### config.mk
export PLATFORM = sky130hd
export DESIGN_NAME = div_unit_flat
export DESIGN_NICKNAME = d
export VERILOG_FILES = /design/src/rtl/div_unit_if.sv /design/src/rtl/div_unit.sv /design/src/flat_wrapper.sv
export SDC_FILE = /design/constraint.sdc
export NUM_CORES = 1
export LEC_CHECK = 0
export CAP_MARGIN = 0
export CORE_MARGIN = 5
export CORE_UTILIZATION = 45
export CTS_CLUSTER_DIAMETER = 50
export DETAILED_ROUTE_END_ITERATION = 8
export DONT_BUFFER_PORTS = 1
export PLACE_DENSITY = 0.61
export SYNTH_ARGS = -nofsm -noshare
export SYNTH_HDL_FRONTEND = slang
export SYNTH_SLANG_ARGS = --single-unit
### constraint.sdc
create_clock -name clk -period 9.4 [get_ports clk]
set_input_delay 0.94 -clock clk [delete_from_list [all_inputs] [get_ports clk]]
set_output_delay 0.94 -clock clk [all_outputs]
set_load 0.05 [all_outputs]
### src/rtl/div_unit_if.sv
// Handshake bundle for div_unit: operand/op request side and result side.
// master = issuing pipeline stage, slave = divide unit.
interface div_unit_if #(
  parameter int unsigned DWIDTH = 32
) ();

  // Request side
  logic              in_valid;
  logic              in_ready;
  logic [DWIDTH-1:0] ina;
  logic [DWIDTH-1:0] inb;
  logic [1:0]        op;
  logic              flush;

  // Result side
  logic              out_valid;
  logic              out_ready;
  logic [DWIDTH-1:0] out;

  modport master (
    output in_valid,
    output ina,
    output inb,
    output op,
    output flush,
    output out_ready,
    input  in_ready,
    input  out_valid,
    input  out
  );

  modport slave (
    input  in_valid,
    input  ina,
    input  inb,
    input  op,
    input  flush,
    input  out_ready,
    output in_ready,
    output out_valid,
    output out
  );

endinterface

### src/rtl/div_unit.sv
// Iterative RV32M divide/remainder unit (DIV, DIVU, REM, REMU).
// Radix-2 restoring division on operand magnitudes, one quotient bit per cycle,
// sign fix-up applied on the final iteration edge.
// op encoding (funct3[1:0]): 00 DIV, 01 DIVU, 10 REM, 11 REMU.
// Optional feature: define DIV_EARLY_OUT_EN to finish in one cycle when |dividend| < |divisor|.
module div_unit #(
  parameter int unsigned DWIDTH = 32
) (
  input logic      clk,
  input logic      rst_n,
  div_unit_if.slave bus
);

  localparam int unsigned CntW = (DWIDTH > 1) ? $clog2(DWIDTH) : 1;
  localparam logic [DWIDTH-1:0] MinNeg = {1'b1, {(DWIDTH-1){1'b0}}};
  localparam logic [CntW-1:0] CntLast = CntW'(DWIDTH - 1);
  localparam logic [CntW-1:0] CntOne = CntW'(1);

  typedef enum logic [1:0] {
    StIdle,
    StCalc,
    StDone
  } state_e;

  state_e state_q, state_d;

  logic [CntW-1:0]   cnt_q, cnt_d;
  logic [DWIDTH:0]   rem_q, rem_d;   // one guard bit above the remainder
  logic [DWIDTH-1:0] quo_q, quo_d;   // holds dividend magnitude, shifts into quotient
  logic [DWIDTH-1:0] dvs_q, dvs_d;   // divisor magnitude
  logic [1:0]        op_q, op_d;
  logic              a_neg_q, a_neg_d;
  logic              b_neg_q, b_neg_d;
  logic [DWIDTH-1:0] out_q, out_d;

  // Request decode
  logic              accept;
  logic              signed_op;
  logic              a_neg, b_neg;
  logic [DWIDTH-1:0] mag_a, mag_b;
  logic              div_zero;
  logic              sgn_ovf;
  logic              early_out;
  logic              special;
  logic [DWIDTH-1:0] special_res;

  // Iteration datapath
  logic [DWIDTH:0]   shifted;
  logic [DWIDTH:0]   diff;
  logic              iter_ge;
  logic [DWIDTH:0]   rem_iter;
  logic [DWIDTH-1:0] quo_iter;
  logic [DWIDTH-1:0] quo_fix;
  logic [DWIDTH-1:0] rem_fix;
  logic [DWIDTH-1:0] res_fix;

  // Handshake outputs depend on state only
  assign bus.in_ready  = (state_q == StIdle);
  assign bus.out_valid = (state_q == StDone);
  assign bus.out       = out_q;

  assign accept = bus.in_valid & bus.in_ready;

  // Operand magnitudes and the cases that bypass the iteration loop
  always_comb begin
    signed_op = ~bus.op[0];
    a_neg     = signed_op & bus.ina[DWIDTH-1];
    b_neg     = signed_op & bus.inb[DWIDTH-1];
    mag_a     = a_neg ? -bus.ina : bus.ina;
    mag_b     = b_neg ? -bus.inb : bus.inb;
    div_zero  = (bus.inb == '0);
    sgn_ovf   = signed_op && (bus.ina == MinNeg) && (bus.inb == '1);
`ifdef DIV_EARLY_OUT_EN
    early_out = !div_zero && (mag_a < mag_b);
`else
    early_out = 1'b0;
`endif
    special   = div_zero | sgn_ovf | early_out;

    // Quotient or remainder selected by op[1]
    if (div_zero) begin
      special_res = bus.op[1] ? bus.ina : '1;
    end else if (sgn_ovf) begin
      special_res = bus.op[1] ? '0 : MinNeg;
    end else begin
      special_res = bus.op[1] ? bus.ina : '0;
    end
  end

  // One restoring step plus the sign fix-up used on the last step
  always_comb begin
    shifted  = {rem_q[DWIDTH-1:0], quo_q[DWIDTH-1]};
    diff     = shifted - {1'b0, dvs_q};
    iter_ge  = ~diff[DWIDTH];
    rem_iter = iter_ge ? diff : shifted;
    quo_iter = {quo_q[DWIDTH-2:0], iter_ge};

    quo_fix  = ((op_q == 2'b00) && (a_neg_q ^ b_neg_q)) ? -quo_iter : quo_iter;
    rem_fix  = ((op_q == 2'b10) && a_neg_q) ? -rem_iter[DWIDTH-1:0] : rem_iter[DWIDTH-1:0];
    res_fix  = op_q[1] ? rem_fix : quo_fix;
  end

  // FSM next-state; flush overrides every other transition
  always_comb begin
    state_d = state_q;
    unique case (state_q)
      StIdle: begin
        if (accept) begin
          state_d = special ? StDone : StCalc;
        end
      end
      StCalc: begin
        if (cnt_q == '0) begin
          state_d = StDone;
        end
      end
      StDone: begin
        if (bus.out_ready) begin
          state_d = StIdle;
        end
      end
      default: state_d = StIdle;
    endcase
    if (bus.flush) begin
      state_d = StIdle;
    end
  end

  // Datapath next-state: latch on accept, iterate in CALC, register result on completion
  always_comb begin
    cnt_d   = cnt_q;
    rem_d   = rem_q;
    quo_d   = quo_q;
    dvs_d   = dvs_q;
    op_d    = op_q;
    a_neg_d = a_neg_q;
    b_neg_d = b_neg_q;
    out_d   = out_q;

    if (!bus.flush) begin
      if ((state_q == StIdle) && accept) begin
        op_d    = bus.op;
        a_neg_d = a_neg;
        b_neg_d = b_neg;
        quo_d   = mag_a;
        dvs_d   = mag_b;
        rem_d   = '0;
        cnt_d   = CntLast;
        if (special) begin
          out_d = special_res;
        end
      end else if (state_q == StCalc) begin
        rem_d = rem_iter;
        quo_d = quo_iter;
        if (cnt_q == '0) begin
          out_d = res_fix;
        end else begin
          cnt_d = cnt_q - CntOne;
        end
      end
    end
  end

  // State and datapath registers
  always_ff @(posedge clk or negedge rst_n) begin
    if (!rst_n) begin
      state_q <= StIdle;
      cnt_q   <= '0;
      rem_q   <= '0;
      quo_q   <= '0;
      dvs_q   <= '0;
      op_q    <= '0;
      a_neg_q <= 1'b0;
      b_neg_q <= 1'b0;
      out_q   <= '0;
    end else begin
      state_q <= state_d;
      cnt_q   <= cnt_d;
      rem_q   <= rem_d;
      quo_q   <= quo_d;
      dvs_q   <= dvs_d;
      op_q    <= op_d;
      a_neg_q <= a_neg_d;
      b_neg_q <= b_neg_d;
      out_q   <= out_d;
    end
  end

endmodule

### src/flat_wrapper.sv
// flat-port wrapper written by rule: the top's interface ports become plain ports
module div_unit_flat 
#(
  parameter int unsigned DWIDTH = 32
)
  (clk, rst_n, bus_in_valid, bus_ina, bus_inb, bus_op, bus_flush, bus_out_ready, bus_in_ready, bus_out_valid, bus_out);
  div_unit_if #(.DWIDTH(DWIDTH)) bus_i ();
  input logic clk;
  input logic rst_n;
  input wire logic [$bits(bus_i.in_valid)-1:0] bus_in_valid;
  input wire logic [$bits(bus_i.ina)-1:0] bus_ina;
  input wire logic [$bits(bus_i.inb)-1:0] bus_inb;
  input wire logic [$bits(bus_i.op)-1:0] bus_op;
  input wire logic [$bits(bus_i.flush)-1:0] bus_flush;
  input wire logic [$bits(bus_i.out_ready)-1:0] bus_out_ready;
  output wire logic [$bits(bus_i.in_ready)-1:0] bus_in_ready;
  output wire logic [$bits(bus_i.out_valid)-1:0] bus_out_valid;
  output wire logic [$bits(bus_i.out)-1:0] bus_out;
  assign bus_i.in_valid = bus_in_valid;
  assign bus_i.ina = bus_ina;
  assign bus_i.inb = bus_inb;
  assign bus_i.op = bus_op;
  assign bus_i.flush = bus_flush;
  assign bus_i.out_ready = bus_out_ready;
  assign bus_in_ready = bus_i.in_ready;
  assign bus_out_valid = bus_i.out_valid;
  assign bus_out = bus_i.out;
  div_unit #(.DWIDTH(DWIDTH)) u_core (.clk(clk), .rst_n(rst_n), .bus(bus_i));
endmodule
Word level (Yosys, flattened, before mapping). Cells that the tools add are included.

Register bits: 139. Input bits: 71. Output and inout bits: 34. Logic and storage cells: 77.

$add $sub $neg: 6. Eq/ne operators: 10. Multiplexer cells: 28. Bitwise gates (word level): 8. Reductions and logical operators: 16.

Operators by type and width (number): two-way mux 32 bit (19); negation 32 bit (4); == test 32 bit (second input constant) (2); subtractor 33 x 32 -> 33 bit (1); zero test 32 bit (1); two-way mux 5 bit (3); two-way mux 2 bit (5); inequality test 3 bit (second input constant) (2); case mux 2 bit (3 select lines) (1); AND reduction 3 bit (2); logical AND 1 bit (5); zero test 5 bit (1); subtractor 5 x 1 -> 5 bit (second input constant) (1); == test 2 bit (second input constant) (2); zero test 2 bit (2); AND reduction 2 bit (2); AND reduction 4 bit (1); nonzero test 2 bit (2); bitwise AND 1 bit (3); inequality test 3 x 2 -> 1 bit (second input constant) (1); inverter 1 bit (3); == test 2 x 1 -> 1 bit (second input constant) (1); inequality test 2 x 1 -> 1 bit (second input constant) (1); inequality test 2 bit (second input constant) (1); 2 further kinds (2).

Depth between registers and ports, before layout. Gate-level depths: netlist (run 1).

Depth after elaboration: 8. Gate-level depth with buffers: 25. Gate-level depth less buffers: 23.

Worst setup path before layout (run 1). Ideal clock, no wire load.

Path type: flip-flop to flip-flop. Start: register u_core.quo_q[31]. End: register u_core.out_q[26], in the netlist u_core.bus.out[26]. Setup time: 124 ps. Arrival time: 5041 ps. Required time: 9276 ps. Path slack: 4234 ps. Stages on the path, launching flop included: 25. Path buffers: 2. Period minus slack after synthesis: 5166 ps. Cells stage by stage: dfrtp_1 inv_1 ha_1 fa_1 nand2b_1 a211oi_4 o31a_1 a21o_4 a21o_4 xor2_4 inv_4 clkbuf_1 clkbuf_1 nor2_1 a21oi_1 ha_1 inv_1 or4_1 mux2i_1 nor2_1 nor4_4 a31oi_1 xnor2_1 a211oi_1 nor2_1.

Longest elaborated chain between the ends: 8. Elaborated cells on any way between the ends: 11. Those cells by class: add/sub (3); mux (7); bitwise (1).

Ends and longest elaborated chain: from (decl) (RTL line div_unit.sv:29) `logic [DWIDTH-1:0] quo_q, quo_d;`; from (signal assigned) (RTL line div_unit.sv:180) `quo_q <= quo_d;`; subtractor 33 x 32 -> 33 bit (RTL line div_unit.sv:93) `diff = shifted - {1'b0, dvs_q};`; two-way mux 32 bit / inverter 1 bit (equally long branches) (RTL line div_unit.sv:95, div_unit.sv:94); negation 32 bit, on equally long branches (RTL line div_unit.sv:99, div_unit.sv:98); two-way mux 32 bit, on equally long branches (RTL line div_unit.sv:99, div_unit.sv:98); two-way mux 32 bit (*) (RTL line div_unit.sv:100) `res_fix = op_q[1] ? rem_fix : quo_fix;`; two-way mux 32 bit (*) (RTL line div_unit.sv:155) `if (cnt_q == '0) begin`; two-way mux 32 bit (*) (RTL line div_unit.sv:152) `end else if (state_q == StCalc) begin`; two-way mux 32 bit (*) (RTL line div_unit.sv:141) `if ((state_q == StIdle) && accept) begin`; to (signal assigned) (RTL line div_unit.sv:185) `out_q <= out_d;`; to (decl) (RTL line div_unit.sv:34) `logic [DWIDTH-1:0] out_q, out_d;`.

Mark *: on every way between the ends. The rest lies on a longest branch, timed or not. The select of a mux whose other input is x is not followed. A chain may end at the register's enable or synchronous reset.

Worst setup path after layout (run 1).
Start: register u_core.quo_q[31]. End: register u_core.out_q[24], in the netlist u_core.bus.out[24].

Same word-level chain as after synthesis.

==> results of run 1 <==
## layout by cell type, fill, tap and decap left out, drive strengths merged, types with 8 or more instances in the layout
cell type / n
nor3: 41
nand2: 189
mux2i: 25
o21ai: 196
nand3: 38
and2: 12
xor2: 55
and3: 11
a21oi: 140
a31oi: 24
or2: 9
nand2b: 13
nand4: 17
o211ai: 19
nor4: 28
a211oi: 12
mux2: 8
dfrtp: 139
o21a: 12
clkbuf: 17
o41ai: 10
ha: 39
xnor2: 72
buf: 15
o31ai: 17
inv: 58
nor2: 137
a21o: 13
or3: 23
## cell type report
| cell class | count | area (µm²) | area share [%] |
|---|---|---|---|
| Sequential cell | 139 | 3480 | 27.5 |
| Timing Repair Buffer | 15 | 113 | 0.891 |
| Clock inverter | 15 | 130 | 1.03 |
| Clock buffer | 17 | 425 | 3.37 |
| Inverter | 50 | 190 | 1.50 |
| Tap cell | 335 | 419 | 3.32 |
| Multi-Input combinational cell | 1265 | 7880 | 62.4 |
## through the flow
stage          area [µm²]  instances  total power [mW]  worst slack [ns]
3_3_place_gp        12100       1804              4.40              4.10
6_report            12600       1836              5.14              3.84
4_1_cts             12600       1836              5.10              3.90
5_1_grt             12600       1836              5.49              3.44
2_1_floorplan       11900       1539              3.63              4.23
3_5_place_dp        12100       1804              4.43              3.91
## state kept, by name, indices dropped and copies added (netlist names), 2 cells and up
signal,count
u_core.bus.out,32
u_core.cnt_q,5
u_core.dvs_q,32
u_core.op_q,2
u_core.quo_q,32
u_core.rem_q,32
u_core.state_q,2
## routing by layer
metal | track usage [%] | vias up | share of wire, %
met5 | 0 | - | 0.053
met4 | 5.78 | 4 | 1.4
met3 | 6.21 | 44 | 8.2
met2 | 38.3 | 393 | 44
met1 | 37.0 | 5421 | 46
li1 | - | 5490 | -
## cells by family (layout without fill, tap and decap cells)
| group | after synthesis | after routing |
|---|---|---|
| AO/OA/AOI/OAI | 513 | 513 |
| XOR/XNOR | 127 | 127 |
| adder cells (fa/ha/maj) | 40 | 40 |
| buffers and inverters | 135 | 97 |
| flip-flops | 139 | 139 |
| multiplexers | 33 | 33 |
| AND/OR/NAND/NOR | 552 | 552 |
## power groups by stage
stage	Clock (mW)	Sequential [mW]	Combinational [mW]
after floorplan	0	1.24	2.38
after global placement	0	1.35	3.05
after detailed placement	0	1.36	3.07
after CTS	0.667	1.34	3.09
after global routing	0.696	1.38	3.41
final	0.661	1.35	3.13
## worst register-to-register path: cells and delay by family (launching register included)
family	cells	cell delay (ns)
flip-flops	1	0.42
AO/OA/AOI/OAI	7	1.64
multiplexers	1	0.18
AND/OR/NAND/NOR	6	1.44
buffers and inverters	3	0.56
XOR/XNOR	2	0.27
adder cells (fa/ha/maj)	3	0.94
## worst min-delay path by stage
stage                                 startpoint                            to  slack (ns)  cells after the start
floorplan           u_core.dvs_q[10]$_DFFE_PN0P_  u_core.dvs_q[10]$_DFFE_PN0P_        0.45                      2
CTS                                        rst_n  u_core.dvs_q[19]$_DFFE_PN0P_        0.20                      0
detailed placement   u_core.dvs_q[9]$_DFFE_PN0P_   u_core.dvs_q[9]$_DFFE_PN0P_        0.47                      2
global placement    u_core.dvs_q[16]$_DFFE_PN0P_  u_core.dvs_q[16]$_DFFE_PN0P_        0.46                      2
finish                                     rst_n  u_core.dvs_q[19]$_DFFE_PN0P_        0.20                      0
global route                               rst_n  u_core.dvs_q[19]$_DFFE_PN0P_        0.19                      0
==> results.cfg, run 1 <==
[timing]
whs_ns = 0.199
finalHoldViolCount = 0
fin_skew_ns = 0.0149
fmax_ghz = 0.180
period_share_pct = 59.2
drv_slew = 0
slew_headroom_pct = 28.6
finalSetupViolCount = 0
worst_pin_slew_ns = 1.07
fin_tns_setup_ns = 0
min_period_ns = 5.56
grt_setup_unrepaired = no

[place]
post-dp-hpwl_um = 29600
place_congestion = 0.920
io_buffer_count = 0

[setup_path]
reg2reg_depth = 22
cp_cell_sequence = inv_1 -> ha_1 -> fa_1 -> nand2b_1 -> a211oi_4 -> o31a_1 -> a21o_4 -> a21o_4 -> xor2_4 -> inv_4 -> nor2_1 -> a21oi_1 -> ha_1 -> inv_1 -> or4_1 -> mux2i_1 -> nor2_1 -> nor4_4 -> a31oi_1 -> xnor2_1 -> a211oi_1 -> nor2_1
start_kind = register
critPathSlowestCell = or4_1
r2r_start = u_core.quo_q[31]$_DFFE_PN0P_
crit_fanout = 46
startpoint = u_core.quo_q[31]$_DFFE_PN0P_
cp_num_buf_inv = 3
slowest_delay_ns = 0.52
timing.rr.end = u_core.bus.out[24]$_DFFE_PN0P_
cp.depth = 22
critPathRequiredTime_ns = 9.72
end_kind = register
cp-endpoint = u_core.bus.out[24]$_DFFE_PN0P_
r2r_slack_ns = 3.84
worst_path_most_repeated_cell = nor2_1
crit_family = compound AO/OA/AOI/OAI gates
critPathKind = reg -> reg
cp.arrival_ns = 5.88

[cts]
cts_tree = done
clkLatencyLatePin_ns = 0.44
clkTransAtPathRegs_ns = 0.07
cts_inserted_buffers = 17
post_cts_resized = 0
hold_buffers = 0
post_cts_buffers = 0
clockBufferDepth = 2
clock-sinks = 139
cts-htree-levels = 4
root_buffer = clkbuf_16

[logic_synthesis]
synthMuxAreaShare_pct = 2.97
synth-seq-cells = 139
synth_common_cells = o21ai_0, nand2_1, dfrtp_1, a21oi_1, nor2_1
synth.area.top_cells = dfrtp_1, o21ai_0, nand2_1
syn_area_per_cell_um2 = 7.72
yosysSeqAreaShare_pct = 29.3
synth-xor-area-share_pct = 9.52
ys_warn_count = 0
async_reset_ff_share_pct = 100
yosysTopAreaCell = dfrtp_1
synth_top_area_share_pct = 29.3
netlist-cell-type-count = 93
synthSimpleGateAreaFrac_pct = 22.2
post-synth-top-count-cell = o21ai_0
synth_nets = 1650
synthAdderAreaFrac_pct = 4.28
synth_top_family_by_area = compound AO/OA/AOI/OAI gates
synth_ff_type = dfrtp_1
syn_area_um2 = 11900
syn_inst = 1539
synth_compound_area_share_pct = 27.1
synth-edff-count = 0

[worst_hold_path]
hp-class = in -> async

[pwr]
power_frac_comb_pct = 60.9
clockPowerShare_pct = 12.8
ir_worst_vdd_mv = 0.215
p_sw_mw = 2.84
p_per_area_nw_per_um2 = 407
intPower_mw = 2.30
p_seq_share_pct = 26.2
sw_frac_of_total_pct = 55.2
p_leak_nw = 5.10

[global_routing]
overflow = 0
grt_util_all_layers_pct = 25.4
grt_pass1_vias = 10600
grt_antenna_before_repair = 2
grt_first_pass_wirelength_um = 61400
grt_max_degree = 140

[drt]
drt_wl_total_um = 39300
drtIter0Drc = 1067
drc = 0
ant_nets = 0
routed_via_density = 6.18
dr.pass1.iters = 8
wl_per_cell_um = 21.4
vias = 11400

[cells_and_area]
area_growth_syn_to_layout_pct = 6.35
fillerInstances = 2604
diodes = 0
drive_above_1_share_pct = 6.46
final_nets = 1599
finalCoreUtilization_pct = 48.5

[floorplanning]
fp-row-count = 59
core_um2 = 26100
die-height_um = 173
boundaryPins = 105
start_util_pct = 45.6
die_x_um = 173
dieArea_um2 = 29800

[run]
max-cap-violations = 0

[status]
status = completed
(Power assumes the default switching activity.)
==> inputs of run 2 (changes only) <==
Clock period 9.4 ns to 5.4 ns, I/O delays scaled along.
==> run 2 against run 1 <==
  * Die area is the same
  * First-iteration DRC count up 8.8%
  * Setup slack got worse by 3.5 ns
  * Global-route usage increased by 0.54 points
  * Combinational power is 78% higher
  * Sequential share of layout area decreased by 0.31 points
  * Routed wire length increased by 0.72%
  * Final cell count grew 0.38%
  * Clock skew decreased by 0.0030 ns
  * Clock power is 95% higher
==> results.cfg, run 2 (synthesis gave the netlist of run 1 again) <==
[status]
status = completed

[cts]
clkTransAtPathRegs_ns = 0.06
post_cts_resized = 0
clkLatencyLatePin_ns = 0.43
root_buffer = clkbuf_16
cts-htree-levels = 4
clockBufferDepth = 2
cts_inserted_buffers = 17
clock-sinks = 139
cts_tree = done

[pwr]
intPower_mw = 4.23
p_leak_nw = 5.19
p_per_area_nw_per_um2 = 719
total_power_mw = 9.19
sw_frac_of_total_pct = 54.0
p_seq_share_pct = 25.4
p_sw_mw = 4.96
clockPowerShare_pct = 14.1
power_frac_comb_pct = 60.5
ir_worst_vdd_mv = 0.289

[place]
io_buffer_count = 0
post-dp-hpwl_um = 30100
dp_cells = 1810
place_congestion = 0.932

[global_routing]
grt_max_degree = 140
overflow = 0
grt_util_all_layers_pct = 26.0
grt_first_pass_wirelength_um = 63000
grt_antenna_before_repair = 1
grt_pass1_vias = 10700

[floorplanning]
die-height_um = 173
fp-row-count = 59
start_util_pct = 45.6
die_x_um = 173
dieArea_um2 = 29800
core_um2 = 26100
boundaryPins = 105

[cells_and_area]
area_growth_syn_to_layout_pct = 7.56
diodes = 0
mostFrequentLayoutCells = o21ai_0, nand2_1, dfrtp_1
final_common_cell = o21ai_0
finalCoreUtilization_pct = 49.0
drive_above_1_share_pct = 6.83
fillerInstances = 2611
fin_cells = 1843
final_nets = 1607

[setup_path]
critPathSlowestCell = or4_1
r2r_slack_ns = 0.31
r2r_start = u_core.quo_q[31]$_DFFE_PN0P_
timing.rr.end = u_core.bus.out[24]$_DFFE_PN0P_
crit_family = compound AO/OA/AOI/OAI gates
cp_cell_sequence = inv_1 -> ha_1 -> fa_1 -> nand2b_1 -> a211oi_4 -> o31a_1 -> a21o_4 -> a21o_4 -> xor2_4 -> inv_4 -> a21oi_1 -> ha_1 -> inv_1 -> or4_1 -> mux2i_1 -> nor2_1 -> nor4_4 -> buf_4 -> a31oi_1 -> xnor2_1 -> a211oi_1 -> nor2_1
crit_fanout = 11
reg2reg_depth = 22
cp_num_buf_inv = 4
critPathRequiredTime_ns = 5.71
critPathKind = reg -> reg
slowest_delay_ns = 0.53
start_kind = register
end_kind = register
cp.arrival_ns = 5.40

[timing]
fin_skew_ns = 0.0119
fmax_ghz = 0.196
grt_setup_unrepaired = no
slew_headroom_pct = 25.6
finalSetupViolCount = 0
fin_tns_setup_ns = 0
drv_slew = 0
period_share_pct = 94.3
min_period_ns = 5.09
worst_pin_slew_ns = 1.11
finalHoldViolCount = 0

[run]
max-cap-violations = 0

[drt]
ant_nets = 0
dr.pass1.iters = 6
wl_per_cell_um = 21.5
drt_wl_total_um = 39600
drtIter0Drc = 1161
drc = 0
vias = 11500
routed_via_density = 6.24

[worst_hold_path]
hp-class = in -> async
==> run 2: cell count changes in the layout (fill, tap and decap cells not counted), sizes merged <==
cell / delta
buf: +8
bufinv: +4
clkinv: +2
inv: -5
clkbuf: +1
clkinvlp: -3
==> run 2: timing repair <==
action / 4_1_cts / 5_1_grt
setup buffers: 0 / 1
hold buffers: 1 / 0
endpoints found under the setup margin: 0 / 5
hold endpoints to repair: 139 / 0
==> run 2: per-stage QoR <==
| step | setup slack (ns) | hold slack, ns | instance area, µm² |
|---|---|---|---|
| floorplan | 0.234 | 0.244 | 11900 |
| global placement | 0.367 | 0.255 | 12100 |
| detailed placement | 0.288 | 0.254 | 12100 |
| CTS | 0.269 | 0.155 | 12800 |
| global route | 0.0410 | 0.162 | 12800 |
| finish | 0.307 | 0.0953 | 12800 |
==> run 2: cell type report <==
cell class                 instances  area, µm²  area share, %
tap                              335        419           3.28
timing repair buffer              23        193           1.51
inverter                          50        190           1.49
sequential                       139       3480           27.2
clock buffer                      18        429           3.36
multi-input combinational       1265       7880           61.7
clock inverter                    13        190           1.49
==> run 2: metal layers <==
layer	share of wire [%]	up-vias	global-route usage (%)
li1	-	5506	-
met1	47	5549	38.3
met2	44	400	39.5
met3	7.4	51	5.22
met4	1.7	0	5.48
met5	0	-	0
==> run 2: worst max path at each step <==
stage	from	endpoint	slack, ns	depth (start not counted)
final	u_core.quo_q[31]$_DFFE_PN0P_	u_core.bus.out[24]$_DFFE_PN0P_	0.31	22
after global routing	u_core.quo_q[31]$_DFFE_PN0P_	u_core.bus.out[24]$_DFFE_PN0P_	0.04	22
after CTS	u_core.quo_q[31]$_DFFE_PN0P_	u_core.bus.out[24]$_DFFE_PN0P_	0.27	21
after detailed placement	u_core.quo_q[31]$_DFFE_PN0P_	u_core.bus.out[24]$_DFFE_PN0P_	0.29	21
after global placement	u_core.quo_q[31]$_DFFE_PN0P_	u_core.bus.out[24]$_DFFE_PN0P_	0.37	21
after floorplan	u_core.quo_q[31]$_DFFE_PN0P_	u_core.bus.out[26]$_DFFE_PN0P_	0.23	24
==> run 2: power groups by stage <==
stage | logic [mW] | registers, mW | clock network (mW)
2_1_floorplan | 4.15 | 2.16 | 0
3_3_place_gp | 5.35 | 2.34 | 0
3_5_place_dp | 5.41 | 2.35 | 0
4_1_cts | 5.46 | 2.33 | 1.31
5_1_grt | 6.09 | 2.39 | 1.35
6_report | 5.56 | 2.34 | 1.29
==> inputs of run 3 (changes only) <==
Settings changed: GPL_TIMING_DRIVEN set to 0, SETUP_SLACK_MARGIN set to 0.2.
==> run 3 against run 2 <==
  * Final cell count increased by 4.1%
  * Highest routed layer is now met5
  * Combinational power increased by 10%
  * Clock skew increased by 0.0027 ns
  * Non-clock buffer count increased by 75
  * Critical path depth increased by 3
  * Clock power decreased by 8%
==> results.cfg, run 3 (synthesis gave the netlist of run 1 again) <==
[status]
status = completed

[drt]
drc = 0
dr.pass1.iters = 6
routed_via_density = 6.35
drt_wl_total_um = 43800
drtIter0Drc = 1322
ant_nets = 0
wl_per_cell_um = 22.8
vias = 12200

[setup_path]
critPathKind = reg -> reg
end_kind = register
crit_fanout = 10
r2r_start = u_core.quo_q[31]$_DFFE_PN0P_
critPathSlowestCell = or4_1
critPathRequiredTime_ns = 5.72
slowest_delay_ns = 0.53
reg2reg_depth = 25
start_kind = register
r2r_slack_ns = 0.33
cp.arrival_ns = 5.38
timing.rr.end = u_core.bus.out[28]$_DFFE_PN0P_
crit_family = compound AO/OA/AOI/OAI gates
cp_num_buf_inv = 6

[pwr]
p_per_area_nw_per_um2 = 736
power_frac_comb_pct = 63.3
p_leak_nw = 5.30
intPower_mw = 4.36
p_sw_mw = 5.29
clockPowerShare_pct = 12.3
ir_worst_vdd_mv = 0.269
p_seq_share_pct = 24.3
sw_frac_of_total_pct = 54.8

[timing]
finalSetupViolCount = 0
worst_pin_slew_ns = 1.39
grt_setup_unrepaired = no
whs_ns = 0.111
finalHoldViolCount = 0
fmax_ghz = 0.197
slew_headroom_pct = 6.36
period_share_pct = 93.8
fin_skew_ns = 0.0146
min_period_ns = 5.07
drv_slew = 0

[cells_and_area]
final_nets = 1682
drive_above_1_share_pct = 7.90
fin_cells = 1918
diodes = 0
final_common_cell = o21ai_0
mostFrequentLayoutCells = o21ai_0, nand2_1, dfrtp_1
area_growth_syn_to_layout_pct = 10.4
fillerInstances = 2584
multi_input_area_um2 = 7950
register_area_um2 = 3480

[floorplanning]
boundaryPins = 105
die-height_um = 173
start_util_pct = 45.6
fp-row-count = 59
dieArea_um2 = 29800
die_x_um = 173
core_um2 = 26100

[cts]
clkTransAtPathRegs_ns = 0.06
cts_inserted_buffers = 17
clockBufferDepth = 2
clock-sinks = 139
clkLatencyLatePin_ns = 0.44
root_buffer = clkbuf_16
cts_tree = done
cts-htree-levels = 4

[place]
post-dp-hpwl_um = 34000
io_buffer_count = 0
dp_cells = 1874
place_congestion = 0.971

[global_routing]
grt_max_degree = 140
grt_first_pass_wirelength_um = 66800
grt_util_all_layers_pct = 28.1
grt_pass1_vias = 11300
overflow = 0
grt_antenna_before_repair = 1

[worst_hold_path]
hp-class = in -> async

[run]
max-cap-violations = 0
-- run 3: what timing repair did --
item / 4_1_cts / 5_1_grt
hold endpoints to repair: 139 / 0
endpoints found under the setup margin: 15 / 10
pin swaps: 7 / 10
hold buffers: 1 / 0
resized for setup: 14 / 17
setup buffers: 7 / 5
-- run 3: how the worst max path moves through the flow --
stage | from | to | slack [ns] | cells after the start
after global placement | u_core.quo_q[31]$_DFFE_PN0P_ | u_core.bus.out[24]$_DFFE_PN0P_ | -1.03 | 24
after global routing | u_core.quo_q[31]$_DFFE_PN0P_ | u_core.bus.out[28]$_DFFE_PN0P_ | 0.20 | 25
after CTS | u_core.rem_q[18]$_DFFE_PN0P_ | u_core.bus.out[28]$_DFFE_PN0P_ | 0.22 | 23
after floorplan | u_core.quo_q[31]$_DFFE_PN0P_ | u_core.bus.out[26]$_DFFE_PN0P_ | 0.23 | 24
after detailed placement | u_core.quo_q[31]$_DFFE_PN0P_ | u_core.bus.out[24]$_DFFE_PN0P_ | -1.11 | 24
final | u_core.quo_q[31]$_DFFE_PN0P_ | u_core.bus.out[28]$_DFFE_PN0P_ | 0.33 | 25
-- run 3: power by group through the flow --
stage	sequential (mW)	clock [mW]	combinational, mW
2_1_floorplan	2.16	0	4.15
3_3_place_gp	2.35	0	5.53
3_5_place_dp	2.36	0	5.58
4_1_cts	2.34	1.19	5.82
5_1_grt	2.39	1.24	6.57
6_report	2.35	1.19	6.12
-- run 3: final cells by class --
cell class	instances	share of cell area, %
repair buffers	13	0.897
well taps	335	3.20
multi-input cells	1265	60.6
inverters	50	1.45
flip-flops and latches	139	26.5
plain buffers	85	2.90
clock buffers	19	3.30
clock inverters	12	1.08
-- run 3: stage by stage --
stage | instance area, µm² | total power [mW] | setup TNS, ns | setup WS (ns) | util, %
final | 13100 | 9.65 | 0 | 0.334 | 50.3
after global routing | 13100 | 10.2 | 0 | 0.199 | 50.3
after CTS | 13000 | 9.34 | 0 | 0.225 | 49.9
after detailed placement | 12300 | 7.94 | -11.56 | -1.11 | 47.2
after global placement | 12300 | 7.88 | -10.46 | -1.03 | 47.2
after floorplan | 11900 | 6.31 | 0 | 0.234 | -
-- run 3: per-layer routing --
layer	track usage [%]	vias to the layer above	wire length [µm]
met4	5.98	2	848
li1	-	5648	-
met3	9.04	84	4830
met2	42.1	582	18900
met5	0	-	13
met1	39.9	5857	19200
